$ cat src/rtl/fifo_ring_pkg.sv
// Shared sizing and pointer-wrap helpers for the fifo_ring circular-buffer FIFO.
// Optional sticky error flags are enabled by defining FIFO_RING_STICKY_ERR_EN.
package fifo_ring_pkg;

    // Occupancy must represent 0..DEPTH inclusive, hence DEPTH+1 states.
    function automatic int cnt_width(input int depth);
        return $clog2(depth + 1);
    endfunction

    function automatic int ptr_width(input int depth);
        return (depth < 2) ? 1 : $clog2(depth);
    endfunction

    // Explicit compare-and-wrap so non-power-of-2 depths never index past DEPTH-1.
    function automatic int ptr_next(input int ptr, input int depth);
        return (ptr >= depth - 1) ? 0 : ptr + 1;
    endfunction

endpackage

$ cat src/rtl/fifo_ring_ptr.sv
// One circular-buffer pointer: increments on inc, wraps from DEPTH-1 back to 0.
module fifo_ring_ptr
    import fifo_ring_pkg::*;
#(
    parameter int DEPTH = 8,
    parameter int PTR_W = ptr_width(DEPTH)
) (
    input  logic             clk,
    input  logic             rst,
    input  logic             inc,
    output logic [PTR_W-1:0] ptr
);

    logic [PTR_W-1:0] r_ptr;
    logic [PTR_W-1:0] w_nxt;

    assign w_nxt = PTR_W'(ptr_next(int'(r_ptr), DEPTH));

    always_ff @(posedge clk or posedge rst) begin
        if (rst)
            r_ptr <= '0;
        else if (inc)
            r_ptr <= w_nxt;
    end

    assign ptr = r_ptr;

endmodule

$ cat src/rtl/fifo_ring.sv
// First-word fall-through FIFO over a DEPTH-entry ring; any DEPTH >= 2.
// Define FIFO_RING_STICKY_ERR_EN to latch overflow/underflow until reset.
module fifo_ring
    import fifo_ring_pkg::*;
#(
    parameter int DEPTH    = 8,
    parameter int DATA_W   = 32,
    parameter int AF_LEVEL = DEPTH - 1,
    parameter int AE_LEVEL = 1,
    parameter int CNT_W    = cnt_width(DEPTH)
) (
    input  logic              clk,
    input  logic              rst,
    input  logic              w_req,
    input  logic [DATA_W-1:0] w_data,
    input  logic              r_req,
    output logic [DATA_W-1:0] r_data,
    output logic [CNT_W-1:0]  cnt,
    output logic              empty,
    output logic              full,
    output logic              almost_empty,
    output logic              almost_full,
    output logic              w_fail,
    output logic              r_fail,
    output logic              ovf_sticky,
    output logic              unf_sticky
);

    localparam int PTR_W = ptr_width(DEPTH);

    logic [DATA_W-1:0] r_mem [DEPTH];
    logic [CNT_W-1:0]  r_cnt;
    logic [PTR_W-1:0]  w_wr_ptr;
    logic [PTR_W-1:0]  w_rd_ptr;
    logic              w_wr_acc;
    logic              w_rd_acc;

    assign empty        = (r_cnt == '0);
    assign full         = (r_cnt == CNT_W'(DEPTH));
    assign almost_full  = (r_cnt >= CNT_W'(AF_LEVEL));
    assign almost_empty = (r_cnt <= CNT_W'(AE_LEVEL));

    // A read frees the slot in the same cycle, so a full FIFO still takes a write
    // alongside a read; when full the write slot aliases the outgoing head slot.
    assign w_wr_acc = w_req & (~full | r_req);
    assign w_rd_acc = r_req & ~empty;
    assign w_fail   = w_req & ~w_wr_acc;
    assign r_fail   = r_req & empty;

    fifo_ring_ptr #(.DEPTH(DEPTH), .PTR_W(PTR_W)) u_wr_ptr (
        .clk (clk),
        .rst (rst),
        .inc (w_wr_acc),
        .ptr (w_wr_ptr)
    );

    fifo_ring_ptr #(.DEPTH(DEPTH), .PTR_W(PTR_W)) u_rd_ptr (
        .clk (clk),
        .rst (rst),
        .inc (w_rd_acc),
        .ptr (w_rd_ptr)
    );

    always_ff @(posedge clk) begin
        if (w_wr_acc && !rst)
            r_mem[w_wr_ptr] <= w_data;
    end

    always_ff @(posedge clk or posedge rst) begin
        if (rst)
            r_cnt <= '0;
        else begin
            case ({w_wr_acc, w_rd_acc})
                2'b10:   r_cnt <= r_cnt + 1'b1;
                2'b01:   r_cnt <= r_cnt - 1'b1;
                default: r_cnt <= r_cnt;
            endcase
        end
    end

    assign cnt    = r_cnt;
    assign r_data = empty ? '0 : r_mem[w_rd_ptr];

`ifdef FIFO_RING_STICKY_ERR_EN
    logic r_ovf_sticky;
    logic r_unf_sticky;

    always_ff @(posedge clk or posedge rst) begin
        if (rst) begin
            r_ovf_sticky <= 1'b0;
            r_unf_sticky <= 1'b0;
        end else begin
            if (w_fail) r_ovf_sticky <= 1'b1;
            if (r_fail) r_unf_sticky <= 1'b1;
        end
    end

    assign ovf_sticky = r_ovf_sticky;
    assign unf_sticky = r_unf_sticky;
`else
    assign ovf_sticky = 1'b0;
    assign unf_sticky = 1'b0;
`endif

endmodule

$ cat config.mk
export PLATFORM = sky130hd
export DESIGN_NAME = fifo_ring
export DESIGN_NICKNAME = d
export VERILOG_FILES = /design/src/rtl/fifo_ring_pkg.sv /design/src/rtl/fifo_ring_ptr.sv /design/src/rtl/fifo_ring.sv
export SDC_FILE = /design/constraint.sdc
export NUM_CORES = 1
export LEC_CHECK = 0
export ABC_AREA = 1
export ABC_CLOCK_PERIOD_IN_PS = 4300
export CORE_MARGIN = 2
export CORE_UTILIZATION = 64
export CTS_CLUSTER_DIAMETER = 120
export DETAILED_ROUTE_END_ITERATION = 6
export DONT_BUFFER_PORTS = 1
export PLACE_DENSITY_LB_ADDON = 0.3
export SETUP_SLACK_MARGIN = 0.5
export SLEW_MARGIN = 10
export SYNTH_ARGS = -nofsm -noshare
export SYNTH_HDL_FRONTEND = slang
export SYNTH_HIERARCHICAL = 1
export SYNTH_SLANG_ARGS = --single-unit
$ cat constraint.sdc
create_clock -name clk -period 4.3 [get_ports clk]
set_input_delay 0.645 -clock clk [delete_from_list [all_inputs] [get_ports clk]]
set_output_delay 0.645 -clock clk [all_outputs]
set_load 0.05 [all_outputs]
Word level (Yosys, flattened, before mapping)
Memory sizes are Yosys's and may differ from the RTL's.
Cells that the tools add are included.
- register bits: 10
- memory bits (writable): 256
- input port bits: 36
- output and inout bits: 44
- word-level logic and storage cells: 33
- memories: 1
- memory list (name ; depth ; bits a word ; rd ports ; clocked after memory_dff ; wr ports ; RTL line ; source):
    r_mem ; 8 ; 32 ; 1 ; 0 ; 1 ; fifo_ring.sv:31 ; logic [DATA_W-1:0] r_mem [DEPTH];
- add/subtract/negate cells: 4
- order comparisons: 4
- equality and inequality tests: 3
- muxes and demuxes: 6
- bitwise gates (word level): 8
- reductions and logical operators: 4
- operators by type and width (operator ; count):
    $mux W32 ; 1
    $pmux W4 S2 ; 1
    $add A3 B1 Y3 const B ; 2
    $ge A3 B3 Y1 const B ; 2
    $mux W3 ; 2
    $add A4 B1 Y4 const B ; 1
    $and A1 B1 Y1 ; 4
    $eq A4 B4 Y1 const B ; 1
    $ge A4 B3 Y1 const B ; 1
    $le A4 B1 Y1 const B ; 1
    $logic_not A4 Y1 ; 1
    $sub A4 B1 Y4 const B ; 1
    $not A1 Y1 ; 3
    $eq A2 B1 Y1 const B ; 1
    $eq A2 B2 Y1 const B ; 1
    $mux W1 ; 2
    $reduce_bool A2 Y1 ; 1
    $logic_and A1 B1 Y1 ; 1
    $logic_not A1 Y1 ; 1
    $or A1 B1 Y1 ; 1

Depth between registers and ports, before layout
- depth after elaboration: 7
- mapped depth: 14
- depth with buffers taken out: 14

By module
The synthesis kept the hierarchy.
- by module, submodules not included (module ; instances ; cells each ; area each (µm²) ; sequential area each (µm²)):
    fifo_ring ; 1 ; 1178 ; 11591.1 ; 7787.5
    fifo_ring_ptr ; 2 ; 18 ; 156.4 ; 75.1

Worst setup path after synthesis
Ideal clock, no wire load.
- path kind: register -> register
- from: register r_cnt[0] (netlist: cnt[0])
- to: memory r_mem[4][0] (enable)
- library setup time: 0.461 ns
- data arrival time: 3.955 ns
- data required time: 3.839 ns
- path slack: -0.117 ns
- stages on the path, launching flop included: 8
- buffers on the path: 0
- period minus slack after synthesis: 4.417 ns
- cells stage by stage: dfrtp_1 -> inv_1 -> ha_1 -> nand2_1 -> nor2_1 -> nand2_1 -> nand3_1 -> nor3_1
- cells in the longest elaborated chain, start to end: 7
- RTL lines (what ; RTL line ; source):
    from (decl) ; fifo_ring.sv:32 ; logic [CNT_W-1:0] r_cnt;
    from (signal assigned) ; fifo_ring.sv:74 ; 2'b10: r_cnt <= r_cnt + 1'b1;
    from (signal assigned) ; fifo_ring.sv:75 ; 2'b01: r_cnt <= r_cnt - 1'b1;
    from (signal assigned) ; fifo_ring.sv:76 ; default: r_cnt <= r_cnt;
    $eq A4 B4 Y1 ; fifo_ring.sv:39 ; assign full = (r_cnt == CNT_W'(DEPTH));
    net full ; fifo_ring.sv:20 ; output logic full,
    $not A1 Y1 ; fifo_ring.sv:45 ; assign w_wr_acc = w_req & (~full | r_req);
    $or A1 B1 Y1 ; fifo_ring.sv:45 ;
    $and A1 B1 Y1 ; fifo_ring.sv:45 ;
    $logic_and A1 B1 Y1 ; fifo_ring.sv:65 ; if (w_wr_acc && !rst)
    $mux W1 ; fifo_ring.sv:65 ;
    $mux W1 (not written as such) ; fifo_ring.sv:66 ; r_mem[w_wr_ptr] <= w_data;
    to (decl) ; fifo_ring.sv:31 ;
The timed path passes the listed nets, and every way through them passes these cells.

Final worst setup path
- from: register r_cnt[1] (netlist: cnt[1])
- to: output w_fail
- cells in the longest elaborated chain, start to end: 6
- RTL lines (what ; RTL line ; source):
    $eq A4 B4 Y1 ; fifo_ring.sv:39 ;
    net full ; fifo_ring.sv:20 ;
    $not A1 Y1 ; fifo_ring.sv:45 ;
    $or A1 B1 Y1 ; fifo_ring.sv:45 ;
    $and A1 B1 Y1 ; fifo_ring.sv:45 ;
    $not A1 Y1 ; fifo_ring.sv:47 ; assign w_fail = w_req & ~w_wr_acc;
    $and A1 B1 Y1 ; fifo_ring.sv:47 ;
    to (decl) ; fifo_ring.sv:23 ; output logic w_fail,
The timed path passes the listed nets, and every way through them passes these cells.

==> run_results.csv <==
group,metric,value,unit
setup_path,slowest_delay,0.75,ns
cells_and_area,layout.cells.non_filler,1503,
sta,fin_crit_sh,83.4,%
setup_path,ff2ff_path_depth,8,
die,ios,80,
pwr,powerDensity,726,nW/um^2
pwr,power,9.74,mW
die,start_util,65.8,%
sta,fin_ws,0.715,ns
grt,grt_pass1_vias,7825,
setup_path,cp_num_buf_inv,2,
sta,setup-tns-final,0,ns
cells_and_area,final_common_cell,"nand2_1",
clocking,cts_root_buf,"clkbuf_16",
detailed_routing,drc_errors,0,
setup_path,cp-endpoint,"w_fail",
logic_synthesis,synth_cells,1214,
placement,place_hpwl,14300,um
logic_synthesis,ys_ff_latch,266,
pwr,leakagePower,6.22,nW
setup_path,crit_required,3.65,ns
detailed_routing,dr.pass1.iters,5,
cells_and_area,fin_util,74.2,%
detailed_routing,routed_via_density,5.37,
detailed_routing,routed-via-count,8074,
grt,grtUsageTotal,25.7,%
setup_path,path_max_fanout,6,
placement,preCtsSetupSlack,1.02,ns
grt,grt_start_max_net_pins,68,
detailed_routing,drt-initial-drc-count,728,
setup_path,worst_setup_path_start_kind,"register",
cells_and_area,num_antenna_cells,0,
setup_path,arrival,2.94,ns
placement,place_area,12400,sq um
detailed_routing,antenna_left,0,
die,dieArea,19700,sq um
sta,fin_skew,0.0291,ns
clocking,clk_latency,0.54,ns
cells_and_area,layout_common_cells,"344 x nand2_1, 277 x inv_1, 256 x edfxtp_1",
sta,slew_viol_final,0,
setup_path,reg2reg_slack,1.00,ns
setup_path,r2r_start,"cnt[1]",
cells_and_area,register_area,7940,sq um
sta,worst_pin_slew,1.06,ns
sta,hold_slack,0.194,ns
detailed_routing,wl_per_cell,16.8,um
sta,rsz0062_at_grt,"no",
grt,antenna_found_initial,0,
setup_path,path_class,"reg2out",
placement,io_buffers,0,
grt,grt_pass1_wl,39700,um
clocking,numCtsBuffers,27,
setup_path,crit_family,"simple AND/OR/NAND/NOR gates",
setup_path,crit_path_start,"cnt[1]",
run_status,outcome,"finished clean",
setup_path,worstSetupPathDepth,7,
setup_path,cp-end-kind,"primary output",
clocking,path_clk_slew,0.07,ns
clocking,clockBufferDepth,3,
sta,setup_violations,0,
die,core_area,18100,sq um
logic_synthesis,synth.distinct_cells,21,
sta,min_period,3.58,ns
clocking,cts_tree,"yes",
sta,fmax,0.279,GHz
cells_and_area,multi_input_area,2690,sq um
job,cap_viol_max_count,0,
placement,gp_congestion,0.792,
setup_path,cp_cell_sequence,"inv_1 > ha_1 > nand2_1 > nor2_1 > nand2_1 > nor2_1 > buf_4",
detailed_routing,wl,25300,um
grt,grt_overflow,0,
placement,dp_cells,1453,
die,rows,49,
cells_and_area,area_delta_synth_final,12.8,%
hold_path,worstHoldPathType,"in2reg",
logic_synthesis,ys_warn_count,6,
cells_and_area,drive_above_1_share,9.89,%
cells_and_area,nFillCells,1176,
sta,hold_viol,0,
hold_path,worstHoldPathCells,0,
cells_and_area,stdcell_area,13400,sq um
clocking,clock_sinks,266,
die,die_w,140,um
logic_synthesis,ys_seq_area_share,66.7,%
setup_path,slowest_stage,"nor2_1",
sta,slew_headroom,29.8,%
logic_synthesis,syn_area,11900,sq um
pwr,peakVddDrop,742,uV
die,die_height,140,um
setup_path,r2r-end,"r_mem[7][16]",
cells_and_area,fin_nets,1299,
logic_synthesis,syn_avg_cell_area,9.81,sq um
clocking,cts.htree.levels,1,
-- how the worst min path moves through the flow --
stage               start              end  slack (ns)
3_5_place_dp          rst  u_rd_ptr/ptr[0]        0.41
5_1_grt        w_data[31]     r_mem[2][31]        0.17
3_3_place_gp          rst  u_rd_ptr/ptr[0]        0.41
4_1_cts         w_data[0]      r_mem[3][0]        0.18
6_report       w_data[31]     r_mem[2][31]        0.19
2_1_floorplan         rst  u_rd_ptr/ptr[0]        0.40
-- per-layer routing --
layer	GRT usage (%)	share of wire, %	wire length (um)
met1	33.1	39	9820
met2	44.9	51	13000
met3	3.97	7.4	1860
met4	8.67	2.5	629
met5	0	0	0
-- sequential cells by signal, summed over array words and instances, names as in the netlist --
name,flops
r_mem,256
u_rd_ptr/ptr,3
cnt,4
u_wr_ptr/ptr,3
-- cell usage after synthesis --
| master | number | area, sq um |
|---|---|---|
| ha_1 | 9 | 113 |
| buf_2 | 32 | 160 |
| xnor2_1 | 2 | 17.5 |
| edfxtp_1 | 256 | 7690 |
| nand2_1 | 345 | 1290 |
| nor2_2 | 2 | 12.5 |
| o21ai_0 | 5 | 25.0 |
| xor2_1 | 1 | 8.76 |
| nand4_1 | 1 | 6.26 |
| clkbuf_1 | 8 | 30.0 |
| a21oi_1 | 1 | 5.00 |
| dfrtp_1 | 10 | 250 |
| conb_1 | 1 | 3.75 |
| inv_2 | 4 | 15.0 |
| buf_1 | 4 | 15.0 |
| nand3_1 | 169 | 846 |
| buf_4 | 9 | 67.6 |
| nor3_1 | 8 | 40.0 |
| inv_1 | 277 | 1040 |
| o21a_1 | 1 | 7.51 |
| nor2_1 | 69 | 259 |
-- power by group --
part / leakage, nW / internal, mW / switching, mW
sequential: 2.43 / 3.07 / 0.233
combinational: 3.32 / 1.09 / 2.85
clock: 0.467 / 1.52 / 0.979
-- cells by family after synthesis --
logic type      count (synthesis)  synth area share (%)
simple gates                  594                  20.7
buf+inv                       334                  11.2
flops                         266                  66.7
fa+ha+maj                       9                 0.946
compound gates                  7                 0.315
xor+xnor                        3                 0.221
other cells                     1                0.0315
-- area by class of cell --
| type | count | area share, % |
|---|---|---|
| Sequential cell | 266 | 59.2 |
| Multi-Input combinational cell | 615 | 20.0 |
| Inverter | 281 | 7.87 |
| Clock buffer | 30 | 5.12 |
| Timing Repair Buffer | 63 | 3.66 |
| Tap cell | 229 | 2.13 |
| Clock inverter | 19 | 2.03 |
-- what timing repair did --
item	in CTS	in global routing
endpoints found under the setup margin	7	14
hold endpoints to repair	10	0
buffers inserted	0	0
gates resized for setup	1	1
hold buffers	1	0
(Power assumes the default switching activity.)
